File: config.mk
export PLATFORM = sky130hd
export DESIGN_NAME = sync_frame_tx
export DESIGN_NICKNAME = d
export VERILOG_FILES = /design/src/rtl/sync_frame_tx.sv
export SDC_FILE = /design/constraint.sdc
export NUM_CORES = 1
export LEC_CHECK = 0
export CAP_MARGIN = 0
export CORE_ASPECT_RATIO = 0.5
export CORE_MARGIN = 2
export CORE_UTILIZATION = 35
export CTS_CLUSTER_DIAMETER = 150
export DETAILED_ROUTE_END_ITERATION = 10
export RECOVER_POWER = 100
export SYNTH_ARGS = -nofsm -noshare
export SYNTH_HDL_FRONTEND = slang
export SYNTH_SLANG_ARGS = --single-unit
File: constraint.sdc
create_clock -name clk -period 4.64 [get_ports clk]
set_input_delay 0.696 -clock clk [delete_from_list [all_inputs] [get_ports clk]]
set_output_delay 0.696 -clock clk [all_outputs]
set_load 0.01 [all_outputs]
File: src/rtl/sync_frame_tx.sv
// Serial frame transmitter: sync pattern, MSB-first payload and even parity bit,
// followed by a fixed low guard gap. All outputs are registered.
module sync_frame_tx #(
  parameter int unsigned DATA_W = 8,
  parameter logic [3:0]  SYNC   = 4'b1011,
  parameter int unsigned GAP    = 2
) (
  input  logic              clk,
  input  logic              rst,
  input  logic [DATA_W-1:0] in_data,
  input  logic              in_valid,
  output logic              in_ready,
  output logic              tx_bit,
  output logic              tx_active,
  output logic              tx_sof,
  output logic              tx_done
);

  localparam int unsigned MaxLen = (DATA_W > GAP) ? ((DATA_W > 4) ? DATA_W : 4)
                                                  : ((GAP > 4) ? GAP : 4);
  localparam int unsigned CntW   = $clog2(MaxLen) + 1;

  typedef enum logic [2:0] {StIdle, StSync, StData, StParity, StGap} state_e;

  state_e              state_q, state_d;
  logic [CntW-1:0]     cnt_q, cnt_d;
  logic [DATA_W-1:0]   data_q, data_d;
  logic                par_q, par_d;

  logic                in_ready_d, tx_bit_d, tx_active_d, tx_sof_d, tx_done_d;

  always_ff @(posedge clk or posedge rst) begin
    if (rst) begin
      state_q <= StIdle;
      cnt_q   <= '0;
      data_q  <= '0;
      par_q   <= 1'b0;
    end else begin
      state_q <= state_d;
      cnt_q   <= cnt_d;
      data_q  <= data_d;
      par_q   <= par_d;
    end
  end

  // Accept is gated by the registered in_ready so the first edge after reset never accepts.
  always_comb begin
    state_d = state_q;
    cnt_d   = cnt_q;
    data_d  = data_q;
    par_d   = par_q;
    unique case (state_q)
      StIdle: begin
        if (in_valid && in_ready) begin
          state_d = StSync;
          cnt_d   = '0;
          data_d  = in_data;
          par_d   = ^in_data;
        end
      end
      StSync: begin
        if (cnt_q == CntW'(3)) begin
          state_d = StData;
          cnt_d   = '0;
        end else begin
          cnt_d = cnt_q + CntW'(1);
        end
      end
      StData: begin
        if (cnt_q == CntW'(DATA_W - 1)) begin
          state_d = StParity;
          cnt_d   = '0;
        end else begin
          cnt_d  = cnt_q + CntW'(1);
          data_d = data_q << 1;
        end
      end
      StParity: begin
        state_d = StGap;
        cnt_d   = '0;
      end
      StGap: begin
        if (cnt_q == CntW'(GAP - 1)) begin
          state_d = StIdle;
          cnt_d   = '0;
        end else begin
          cnt_d = cnt_q + CntW'(1);
        end
      end
      default: begin
        state_d = StIdle;
        cnt_d   = '0;
      end
    endcase
  end

  // Outputs are decoded from the next state so they line up with it after the edge.
  always_comb begin
    in_ready_d  = 1'b0;
    tx_bit_d    = 1'b0;
    tx_active_d = 1'b0;
    tx_sof_d    = 1'b0;
    tx_done_d   = 1'b0;
    unique case (state_d)
      StIdle: in_ready_d = 1'b1;
      StSync: begin
        tx_active_d = 1'b1;
        tx_bit_d    = SYNC[2'd3 - cnt_d[1:0]];
        tx_sof_d    = (cnt_d == '0);
      end
      StData: begin
        tx_active_d = 1'b1;
        tx_bit_d    = data_d[DATA_W-1];
      end
      StParity: begin
        tx_active_d = 1'b1;
        tx_bit_d    = par_d;
        tx_done_d   = 1'b1;
      end
      default: ;
    endcase
  end

  always_ff @(posedge clk or posedge rst) begin
    if (rst) begin
      in_ready  <= 1'b0;
      tx_bit    <= 1'b0;
      tx_active <= 1'b0;
      tx_sof    <= 1'b0;
      tx_done   <= 1'b0;
    end else begin
      in_ready  <= in_ready_d;
      tx_bit    <= tx_bit_d;
      tx_active <= tx_active_d;
      tx_sof    <= tx_sof_d;
      tx_done   <= tx_done_d;
    end
  end

endmodule

==> impl_results.md <==
* Fin crit period at 2.71 ns
* CTS clock-pin slew for the worst setup and hold paths at 0.08 ns
* Post-Synthesis Cells at between 100 and 150
* Crit Path Class: in -> reg
* Max Clock Skew at 0.00112 ns
* Worst slew pin tran at 0.908 ns
* Main synth FF type: dfrtp_1
* Hold Buf Count CTS at 0
* Wirelength, routed at 2000 um
* Syn avg cell area at between 10 and 15 sq um
* Setup crit end kind: register
* N_diodes at 0
* CTS max path bufs at 2
* FF/Latch Area at around 530 sq um
* #FFs+latches synth at 21
* Distinct cell type count after synthesis at 36
* Critical path data required time at 4.79 ns
* Largest net degree at the start of global routing at 22
* GPL Wtd Cong at 0.713
* Root buffer cell: clkbuf_8
* CTS Sinks at 21
* Slew HR at 0.379
* Core area at about 0.0030 sq mm
* Seq/Total Area, Yosys at 0.486
* Leading cell type in the layout, fill and taps excluded: dfrtp_1
* GRT met2 Usage at 0.185
* Main area contributors after synthesis: dfrtp_1 49%, xnor2_1 6.5%, nand2_1 6.3%, a22oi_1 4.2%, ha_1 2.3%
* Critical Path Start Type: input pin
* PortBufs at 15
* Mapped Area at roughly 0.0011 sq mm
* Crit path buf inv count at 1
* Layout Nets at roughly 140
* Final hold violations at 0
* PostCTS Resize Cnt at 0
* Crit-path slowest cell: a2111oi_0
* Die ar. at 0.00358 sq mm
* Fill count at 297
* Max-slew violations at 0
* Post-Route Setup TNS at 0 ns
* Multi-input gate area at ~500 sq um
* Yosys warning count at 0
* Post-synth EDFFs at 0
* Layout cells sized above 1 at 0.0661
* P_leak at ~0.57 nW
* Syn nets at between 100 and 150
* Worst-path maximum fanout at 4
* H-tree depth at 1
* # IOs at 16
* Yosys top cell by area: dfrtp_1
* Total CTS buffers at 3
* Die width at 82.6 um
* HPWL after DPL at 1530 um
* Met1 usage in global routing at 0.169
* Yosys top cell area share at 0.486
* 1st-iter DRT viols at 32
* Routed Antenna Nets at 0
* Pwr Density at around 600 mW/mm^2
* Die height at 43.3 um
* DRC at 0
* Top delay family on crit path: compound AO/OA/AOI/OAI gates
* Worst-Skew Late Latency at 0.26 ns
* Met3 usage at 0.0447
* Number of vias per cell at a little under 5
* Final instance area at 0.00129 sq mm
* Period utilisation layout at 0.585
* Gr ovfl total at 0
* First-pass GRT wire length at 3240 um
* Hold WC Path Type: reg -> reg
* Fmax at 368 MHz
* Row count at 14
* RSZ-0062 raised after global routing: no
* Initial Util at 0.363
* Max-Cap Viols at 0
* Length of the first detailed-routing pass in iterations at 4
* Drt wl/cell at approximately 12 um
* GRT Resource Usage Total at 0.125
* CTS tree: yes
* Highest-count cells in the layout ignoring fill and taps: 21 x dfrtp_1, 18 x nand2_1, 8 x xnor2_1, 8 x clkdlybuf4s50_1
* Max rail drop VDD at 0.180 mV
* Post-synthesis async set-or-reset flop share at 1.00
* Initial antenna violation count at 0
* Vias in the first global route at 711
* Dpl cell area at 0.00126 sq mm
* Global routing's busiest layer: met2
* CP peak stage delay at 0.83 ns
* Cells after DPL at 157
* Crit path cell chain: dlygate4sd3_1 -> a2111oi_0 -> nand2b_1 -> o31a_2 -> o211ai_1 -> a221o_1
* Worst endpoint data arrival time at 2.87 ns
* Post-CTS Setup Inserts at 0
* Non-Filler Instances at between 150 and 200
* Vias at 794
* Final setup fails at 0
* P&R area growth vs syn at 19.0%
* Status: finished clean
synthesized netlist by cell type, types with 2 or more instances:
library cell,number
nor2_1,6
ha_1,2
dfrtp_1,21
a21oi_1,2
xnor2_1,8
or3b_1,2
nand2_1,18
o21ai_0,2
nor2b_1,4
a22oi_1,6
o22ai_1,3
nor3b_1,2
nand2b_1,2
a22o_1,2
inv_1,3
stage by stage:
step | worst slack (ns) | total power, mW | hold slack [ns] | util
after floorplan | 2.68 | 0.606 | 0.446 | -
after global placement | 2.03 | 0.709 | 0.463 | 0.425
after detailed placement | 2.00 | 0.707 | 0.465 | 0.425
after CTS | 2.28 | 0.832 | 0.484 | 0.440
after global routing | 1.70 | 0.861 | 0.508 | 0.432
final | 1.93 | 0.791 | 0.478 | 0.432
per-layer routing:
metal	vias to the layer above	part of all wire	wire [um]
met5	-	0	0
met4	0	0.0070	14
met3	2	0.031	63
met2	13	0.45	901
met1	376	0.51	1020
li1	403	-	-
sequential cells by signal, indices dropped and copies added (netlist names):
signal     flops
tx_bit         1
tx_done        1
par_q          1
state_q        3
cnt_q          4
tx_active      1
tx_sof         1
data_q         8
in_ready       1
worst reg2reg max path: stages, from the launching register on:
cell and delay [ns]:
dfrtp_1 0.49, or3_1 0.43, nor2_1 0.53, nor2_1 0.28, a21o_1 0.25, a221o_1 0.28
logic make-up (layout without fill, tap and decap cells):
| group | after synthesis | after routing | synth area share |
|---|---|---|---|
| flip-flops | 21 | 21 | 0.486 |
| buffers and inverters | 5 | 22 | 0.0255 |
| XOR/XNOR | 8 | 8 | 0.0648 |
| adder cells (fa/ha/maj) | 2 | 2 | 0.0231 |
| AO/OA/AOI/OAI | 23 | 23 | 0.169 |
| AND/OR/NAND/NOR | 45 | 45 | 0.231 |
path summary, 6_finish.rpt:
| path | slack (ns) | end | start | cells after the start |
|---|---|---|---|---|
| max | 1.93 | tx_bit$_DFF_PP0_ | in_valid | 6 |
| min | 0.48 | data_q[7]$_DFF_PP0_ | data_q[7]$_DFF_PP0_ | 1 |
| max reg2reg | 2.27 | tx_bit$_DFF_PP0_ | state_q[2]$_DFF_PP0_ | 5 |
| min reg2reg | 0.48 | data_q[7]$_DFF_PP0_ | data_q[7]$_DFF_PP0_ | 1 |
| max in group asynchronous | 3.14 | state_q[2]$_DFF_PP0_ | rst | 2 |
| min in group asynchronous | 1.01 | tx_done$_DFF_PP0_ | rst | 2 |
where the power goes:
| group | internal, mW | switching, mW |
|---|---|---|
| clock network | 0.0599 | 0.0614 |
| registers | 0.263 | 0.0623 |
| logic | 0.161 | 0.184 |
| total | 0.483 | 0.308 |
final cells by class:
| type | instances | area share |
|---|---|---|
| Multi-Input combinational cell | 78 | 0.391 |
| Clock buffer | 3 | 0.0321 |
| Clock inverter | 1 | 0.00389 |
| Inverter | 3 | 0.00875 |
| Timing Repair Buffer | 15 | 0.117 |
| Tap cell | 40 | 0.0389 |
| Sequential cell | 21 | 0.409 |
(Power assumes the default switching activity.)
